**src/rtl/data_mem_pkg.sv**
```systemverilog
// Shared types and default sizing for the data memory controller.
//   state_e     : controller FSM state (ST_CLEAR zeroes memory, ST_READY serves requests)
//   DEF_DATA_W  : default data word width
//   DEF_ADDR_W  : default request address width
//   DEF_DEPTH   : default number of words
package data_mem_pkg;

  typedef enum logic {
    ST_CLEAR = 1'b0,
    ST_READY = 1'b1
  } state_e;

  localparam int DEF_DATA_W = 8;
  localparam int DEF_ADDR_W = 8;
  localparam int DEF_DEPTH  = 16;

endpackage

```
**src/rtl/data_mem_array.sv**
```systemverilog
// DEPTH x DATA_W storage array with one write port and one synchronous read port.
// Contents are not reset; the controller's clear engine zeroes them.
//   clk    in  clock
//   we     in  write enable
//   waddr  in  write word index
//   wdata  in  write data
//   re     in  read enable; rdata updates only when re=1, otherwise holds
//   raddr  in  read word index
//   rdata  out registered read data
module data_mem_array
  import data_mem_pkg::*;
#(
  parameter int DATA_W = DEF_DATA_W,
  parameter int DEPTH  = DEF_DEPTH,
  parameter int IDX_W  = $clog2(DEPTH)
) (
  input  logic              clk,
  input  logic              we,
  input  logic [IDX_W-1:0]  waddr,
  input  logic [DATA_W-1:0] wdata,
  input  logic              re,
  input  logic [IDX_W-1:0]  raddr,
  output logic [DATA_W-1:0] rdata
);

  logic [DATA_W-1:0] mem [DEPTH];

  always_ff @(posedge clk) begin
    if (we) begin
      mem[waddr] <= wdata;
    end
    if (re) begin
      rdata <= mem[raddr];
    end
  end

endmodule

```
**src/rtl/data_mem_ctrl.sv**
```systemverilog
// Data memory controller: valid/ready request port, single-entry response register,
// out-of-range address flagging and a clear engine that zeroes every word after reset
// or on a clear_req pulse.
//   clk        in   clock
//   rst_n      in   asynchronous active-low reset
//   req_valid  in   request present
//   req_ready  out  request accepted when req_valid && req_ready
//   req_we     in   1 = write, 0 = read
//   req_addr   in   word address
//   req_wdata  in   write data
//   rsp_valid  out  response present
//   rsp_ready  in   response consumed when rsp_valid && rsp_ready
//   rsp_rdata  out  read data; 0 for writes and errors
//   rsp_err    out  address was >= DEPTH
//   clear_req  in   one-cycle pulse requesting a full clear
//   busy       out  clear engine running
module data_mem_ctrl
  import data_mem_pkg::*;
#(
  parameter int DATA_W = DEF_DATA_W,
  parameter int ADDR_W = DEF_ADDR_W,
  parameter int DEPTH  = DEF_DEPTH
) (
  input  logic              clk,
  input  logic              rst_n,
  input  logic              req_valid,
  output logic              req_ready,
  input  logic              req_we,
  input  logic [ADDR_W-1:0] req_addr,
  input  logic [DATA_W-1:0] req_wdata,
  output logic              rsp_valid,
  input  logic              rsp_ready,
  output logic [DATA_W-1:0] rsp_rdata,
  output logic              rsp_err,
  input  logic              clear_req,
  output logic              busy
);

  localparam int               IDX_W     = $clog2(DEPTH);
  localparam logic [IDX_W-1:0] LAST_IDX  = IDX_W'(DEPTH - 1);
  // One extra bit so DEPTH == 2**ADDR_W is representable.
  localparam logic [ADDR_W:0]  DEPTH_EXT = (ADDR_W + 1)'(DEPTH);

  state_e            state_q;
  state_e            state_d;
  logic [IDX_W-1:0]  clr_ptr_q;
  logic              rsp_valid_q;
  logic              rsp_err_q;
  logic              rsp_rd_q;

  logic              addr_ok;
  logic              accept;
  logic [IDX_W-1:0]  req_idx;
  logic              busy_c;
  logic              ready_c;

  logic              arr_we;
  logic [IDX_W-1:0]  arr_waddr;
  logic [DATA_W-1:0] arr_wdata;
  logic              arr_re;
  logic [DATA_W-1:0] arr_rdata;

  // Full-width compare: upper address bits are checked, never dropped.
  assign addr_ok = ({1'b0, req_addr} < DEPTH_EXT);
  assign req_idx = req_addr[IDX_W-1:0];
  assign accept  = req_valid && ready_c;

  // FSM state register
  always_ff @(posedge clk or negedge rst_n) begin
    if (!rst_n) begin
      state_q <= ST_CLEAR;
    end else begin
      state_q <= state_d;
    end
  end

  // FSM next state
  always_comb begin
    state_d = state_q;
    case (state_q)
      ST_CLEAR: if (clr_ptr_q == LAST_IDX) state_d = ST_READY;
      ST_READY: if (clear_req)             state_d = ST_CLEAR;
      default:                             state_d = ST_CLEAR;
    endcase
  end

  // FSM outputs; req_ready depends only on state, clear_req and the response slot.
  always_comb begin
    busy_c  = 1'b0;
    ready_c = 1'b0;
    case (state_q)
      ST_CLEAR: busy_c  = 1'b1;
      ST_READY: ready_c = !clear_req && (!rsp_valid_q || rsp_ready);
      default:  busy_c  = 1'b1;
    endcase
  end

  assign busy      = busy_c;
  assign req_ready = ready_c;

  // Clear pointer: walks 0..DEPTH-1 in CLEAR, reloads 0 when a clear is requested.
  always_ff @(posedge clk or negedge rst_n) begin
    if (!rst_n) begin
      clr_ptr_q <= '0;
    end else if (state_q == ST_CLEAR) begin
      clr_ptr_q <= (clr_ptr_q == LAST_IDX) ? '0 : clr_ptr_q + 1'b1;
    end else if (clear_req) begin
      clr_ptr_q <= '0;
    end
  end

  // Write port shared by clear engine and requests; requests are never accepted in CLEAR.
  always_comb begin
    arr_we    = 1'b0;
    arr_waddr = req_idx;
    arr_wdata = req_wdata;
    if (busy_c) begin
      arr_we    = 1'b1;
      arr_waddr = clr_ptr_q;
      arr_wdata = '0;
    end else if (accept && req_we && addr_ok) begin
      arr_we    = 1'b1;
    end
  end

  assign arr_re = accept && !req_we && addr_ok;

  data_mem_array #(
    .DATA_W (DATA_W),
    .DEPTH  (DEPTH),
    .IDX_W  (IDX_W)
  ) u_array (
    .clk   (clk),
    .we    (arr_we),
    .waddr (arr_waddr),
    .wdata (arr_wdata),
    .re    (arr_re),
    .raddr (req_idx),
    .rdata (arr_rdata)
  );

  // Response register: loads on accept, clears on drain, holds while stalled.
  always_ff @(posedge clk or negedge rst_n) begin
    if (!rst_n) begin
      rsp_valid_q <= 1'b0;
      rsp_err_q   <= 1'b0;
      rsp_rd_q    <= 1'b0;
    end else if (accept) begin
      rsp_valid_q <= 1'b1;
      rsp_err_q   <= !addr_ok;
      rsp_rd_q    <= !req_we && addr_ok;
    end else if (rsp_ready) begin
      rsp_valid_q <= 1'b0;
    end
  end

  // The array's read register only updates on valid reads, so it doubles as the
  // response data holding register; writes and errors present zero.
  assign rsp_valid = rsp_valid_q;
  assign rsp_err   = rsp_err_q;
  assign rsp_rdata = rsp_rd_q ? arr_rdata : '0;

endmodule

```
**config.mk**
```make
export PLATFORM = sky130hd
export DESIGN_NAME = data_mem_ctrl
export DESIGN_NICKNAME = d
export VERILOG_FILES = /design/src/rtl/data_mem_pkg.sv /design/src/rtl/data_mem_array.sv /design/src/rtl/data_mem_ctrl.sv
export SDC_FILE = /design/constraint.sdc
export NUM_CORES = 1
export LEC_CHECK = 0
export ABC_AREA = 1
export ABC_CLOCK_PERIOD_IN_PS = 3100
export CORE_UTILIZATION = 45
export DETAILED_ROUTE_END_ITERATION = 10
export DONT_BUFFER_PORTS = 1
export HOLD_SLACK_MARGIN = 0.03
export PLACE_DENSITY_LB_ADDON = 0.08
export REMOVE_ABC_BUFFERS = 1
export SLEW_MARGIN = 10
export SYNTH_ARGS = -nofsm -noshare
export SYNTH_HDL_FRONTEND = slang
export SYNTH_SLANG_ARGS = --single-unit
```
**constraint.sdc**
```tcl
create_clock -name clk -period 3.1 [get_ports clk]
set_clock_uncertainty 0.1 [all_clocks]
set_input_delay 0.155 -clock clk [delete_from_list [all_inputs] [get_ports clk]]
set_output_delay 0.155 -clock clk [all_outputs]
set_load 0.02 [all_outputs]
```
Word-level counts from Yosys, hierarchy flattened --
Memories as Yosys holds them, arrays and structs flattened. A register that Yosys moved wholly into a read port is not among the register bits. Index checks and enable logic that the tools add are counted.
Cells by class: $add $sub $neg 1, $lt $le $gt $ge 1, equality and inequality tests 2, multiplexer cells 17, bitwise operators 1, reductions and logical operators 13
Operators with widths (count):
- 2-to-1 mux 4 bit | 4
- 2-to-1 mux 8 bit | 2
- 2-to-1 mux 1 bit | 10
- less-than comparator 8 x 5 -> 1 bit (second input constant) | 1
- logical AND 1 bit | 7
- adder 4 x 1 -> 4 bit (second input constant) | 1
- equality test 4 bit (second input constant) | 1
- logical NOT 1 bit | 4
- inequality test 2 bit (second input constant) | 1
- one-hot mux 1 bit (2 select lines) | 1
- nonzero test 2 bit | 1
- logical OR 1 bit | 1
- NOT 1 bit | 1
Storage, ports and cells: flip-flop bits (word level) 8, RAM bits 128, output and inout port bits 12, memories kept 1
Memory list:
- u_array.mem | depth 16, bits a word 8, rd ports 1, clocked after memory_dff 1, write ports 1, RTL line data_mem_array.sv:26 | logic [DATA_W-1:0] mem [DEPTH];

Depth between registers and ports, before layout --
depth after elaboration 11, depth in mapped cells 8

Modules after synthesis --
From an unflattened synthesis, not the netlist that was laid out.
Unflattened totals: cells, all modules 647, area total of the unflattened synthesis 6480.0 sq um
Modules (own cells, without submodules):
- data_mem_array | times used 1, cells each 551, area each 5846.9 sq um, seq. area each 4083.9 sq um
- data_mem_ctrl | times used 1, cells each 96, area each 633.1 sq um, seq. area each 200.2 sq um

Worst setup path before layout --
OpenSTA, ideal clock, no wires.
path type register to register, start register state_q, end memory u_array.mem[14][0] (netlist name) (enable), setup time 0.370 ns, arrival 1.415 ns, required time 2.630 ns, path slack 1.215 ns, stages on the path, launching flop included 9, buffers on the path 1, cell sequence dfrtp_1 -> buf_6 -> inv_4 -> nand2_1 -> o21ai_2 -> inv_2 -> nor2_2 -> nand2_1 -> nor2_1
Between the ends: longest elaborated chain between the ends 8, elaborated cells between the ends (all ways) 9, those cells by class 6 x mux; 3 x reduce/logical
Ends and longest elaborated chain:
- start, declared | RTL line data_mem_ctrl.sv:44 | state_e state_q;
- start signal, assigned | RTL line data_mem_ctrl.sv:73 | state_q <= state_d;
- 2-to-1 mux 1 bit | RTL line data_mem_ctrl.sv:91 | case (state_q)
- logical AND 1 bit | RTL line data_mem_ctrl.sv:66 | assign accept = req_valid && ready_c;
- logical AND 1 bit (2 in series) | RTL line data_mem_ctrl.sv:121 | end else if (accept && req_we && addr_ok) begin
- 2-to-1 mux 1 bit | RTL line data_mem_ctrl.sv:121
- 2-to-1 mux 1 bit | RTL line data_mem_ctrl.sv:117 | if (busy_c) begin
- 2-to-1 mux 1 bit | RTL line data_mem_array.sv:29 | if (we) begin
- 2-to-1 mux 1 bit (implied by the code) | RTL line data_mem_array.sv:30 | mem[waddr] <= wdata;
- end, declared | RTL line data_mem_array.sv:26
Parallel ways exist; a longest one is shown, timed or not.

Worst setup path after layout --
start input port req_addr[0], end register u_array.rdata[6], read port of u_array.mem (data pin)
Between the ends: longest elaborated chain between the ends 2
Ends and longest elaborated chain:
- start, declared | RTL line data_mem_ctrl.sv:29 | input logic [ADDR_W-1:0] req_addr,
- less-than comparator 8 x 5 -> 1 bit | RTL line data_mem_ctrl.sv:64 | assign addr_ok = ({1'b0, req_addr} < DEPTH_EXT);
- logical AND 1 bit | RTL line data_mem_ctrl.sv:126 | assign arr_re = accept && !req_we && addr_ok;
- end, declared | RTL line data_mem_array.sv:23 | output logic [DATA_W-1:0] rdata
Parallel ways exist; a longest one is shown, timed or not. A chain may end at the register's enable or synchronous reset.

==> results.toml <==
[synthesis]
ys_top_cells_by_area = "edfxtp_1 63%, nand2_1 12%, nand3_1 7.6%"
yosys.area.top_type_share_pct = 62.8
ys.flop_type = "edfxtp_1"
synthMuxAreaShare_pct = 0
synth_edf_count = 136
yosys_warnings = 0
post-synth-top-count-cell = "nand2_1"
synth_compound_area_share_pct = 1.37
yosys-top-cells-count = "212 x nand2_1, 136 x edfxtp_1, 120 x inv_1"
syn_avg_cell_area_um2 = 9.89
synth_cell_type_count = 27
synth-xor-area-share_pct = 0.269
synth_area_um2 = 6510
yosys.area.top_type = "edfxtp_1"
syn_inst = 658
yosys.area_share.simple_pct = 22.3
synth_top_family_by_area = "simple AND/OR/NAND/NOR gates"
synth_seq_cells = 144
async_reset_ff_share_pct = 5.56
seq_area_frac_synth_pct = 65.8
synth_fa_ha_area_share_pct = 0.192

[power]
pwr-share-seq_pct = 45.7
power.switching_mw = 1.80
leakagePower_nw = 3.34
pwr-share-clk_pct = 34.4
combPwrFrac_pct = 19.9
vdd.ir_drop.worst_mv = 0.462
pwr_density_cell_nw_per_um2 = 843
swShare_pct = 28.7
p_int_mw = 4.47

[floorplanning]
core_area_um2 = 14000
die_h_um = 122
initial_core_util_pct = 46.5
io_pins = 34
die_area_um2 = 14900
die_w_um = 122
rows = 43

[worst_setup_path]
path_max_fanout = 66
arrival_ns = 2.57
reg2reg_from = "u_array.mem[14][6]$_DFFE_PP_"
end_kind = "flop"
startpoint = "req_addr[0]"
cp.required_ns = 3.17
cp-start-kind = "input port"
worstSetupPathType = "input port to flop"

[layout]
finalNetCount = 700
drive_above_1_share_pct = 8.85
area_growth_syn_to_layout_pct = 14.3
antenna_cells_inserted = 0

[global_route]
antenna_found_initial = 0
grt_pass1_vias = 4185
grt_usage_pct = 22.6
grt_max_degree = 67
grt_pass1_wl_mm = 23.6
gr-total-overflow = 0

[clock_network]
cts-root-buf = "clkbuf_16"
numClockSinks = 144
clk_transition_reported_paths_ns = 0.06
cts_max_level = 4
clk_latency_ns = 0.42
cts-resized-gates = 0
clk_path_buf_depth = 2
cts_tree = "yes"
cts_buffers = 17

[job]
drv_cap = 0

[hold_path]
hold_path_class = "input port to flop"
hp-start = "req_addr[2]"

[route]
wl_per_cell_um = 17.6
drt_pass1_iterations = 5
routed.top_layer = "met4"
drt_iter0_drc = 307
ant_nets = 0
via_count = 4334
routed-wl-met3_um = 758
wl_met2_mm = 7.59
viasPerCell = 4.99
drt-total-wl_mm = 15.3
wl_met1_mm = 6.79
route.detailed.drc = 0

[sta]
hold_violations = 0
finalCriticalPeriod_ns = 2.49
min_period_over_period_pct = 80.3
drv_slew = 0
worst_hold_slack_ns = 0.0388
setup_viol = 0
finalSetupTns_ns = 0
timing.fmax_mhz = 402
grt_setup_unrepaired = "false"
slew_headroom_pct = 44.8
worst_pin_slew_ns = 0.827

[place]
port_buffers = 0
dp_hpwl_mm = 9.56
routabilityCongestion = 0.812

[run_status]
status = "completed"
-- registers in the layout (all words and copies together) (netlist names) --
signal         cells
rsp_err            1
rsp_valid          1
u_array.rdata      8
clr_ptr_q          4
rsp_rd_q           1
state_q            1
u_array.mem      128
-- power groups by stage --
stage	Combinational (mW)	Clock, mW	Sequential, mW
floorplan	0.839	0	2.86
global placement	1.22	0	2.90
detailed placement	1.24	0	2.90
CTS	1.27	2.19	2.86
global route	1.42	2.26	2.90
finish	1.25	2.16	2.86
-- through the flow --
| stage | setup slack, ns | total power, mW | cell area (um2) | utilization, % | instances |
|---|---|---|---|---|---|
| after floorplan | 0.955 | 3.70 | 6340 | - | 630 |
| after global placement | 0.773 | 4.11 | 6660 | 47.6 | 822 |
| after detailed placement | 0.717 | 4.14 | 6660 | 47.6 | 822 |
| after CTS | 0.633 | 6.32 | 7440 | 53.2 | 869 |
| after global routing | 0.454 | 6.59 | 7440 | 53.2 | 869 |
| final | 0.610 | 6.27 | 7440 | 53.2 | 869 |
-- layer usage --
layer  up-vias  track usage [%]
li1       2128                -
met2       101             36.1
met5         -                0
met4         0             7.55
met3        18             5.76
met1      2087             30.2
-- path summary, 6_finish.rpt --
kind / endpoint / slack [ns] / cells past startpoint
worst max-delay path: u_array.rdata[6]$_DFFE_PP_ / 0.61 / 9
worst min register to register: clr_ptr_q[1]$_DFFE_PN0P_ / 0.50 / 1
worst max register to register: u_array.rdata[6]$_DFFE_PP_ / 0.70 / 8
min in group asynchronous: clr_ptr_q[0]$_DFFE_PN0P_ / 0.51 / 2
worst min-delay path: u_array.rdata[5]$_DFFE_PP_ / 0.04 / 3
max in group asynchronous: rsp_valid$_DFFE_PN0P_ / 2.12 / 2
-- cell usage in the layout (no fill, tap or decap), drive strengths merged --
cell type	netlist	layout
nand2	213	213
edfxtp	136	136
inv	129	129
nand3	100	100
nor2	29	29
clkbuf	4	17
dlygate4sd3	0	16
buf	24	12
dfrtp	8	8
clkinv	0	8
o21ai	6	6
bufinv	0	5
a21oi	2	2
nor3	1	1
xnor2	1	1
o22ai	1	1
a22o	1	1
xor2	1	1
o31ai	1	1
ha	1	1
clkinvlp	0	1
-- what timing repair did --
item,4_1_cts,5_1_grt
hold endpoints to repair,31,0
setup buffers,0,0
hold buffers,16,0
-- cell type report --
cell class | count | area (um2)
inverter | 129 | 489
clock buffer | 17 | 425
fill | 1311 | 6550
multi-input combinational | 357 | 1570
sequential | 144 | 4280
tap | 180 | 225
timing repair buffer | 28 | 250
clock inverter | 14 | 196
-- logic make-up (layout without fill, tap and decap cells) --
kind of cell / Yosys count / in the layout
xor+xnor: 2 / 2
fa+ha+maj: 1 / 1
buf+inv: 157 / 188
simple gates: 343 / 343
compound gates: 11 / 11
flops: 144 / 144
-- critical path: stages --
cell and delay, ns:
inv_2 0.60, buf_4 0.31, nand2_1 0.08, nand3_1 0.07, nand3_1 0.08, nand3_1 0.10
dlygate4sd3_1 0.55, nand2_1 0.05, dlygate4sd3_1 0.54
(Power assumes the default switching activity.)
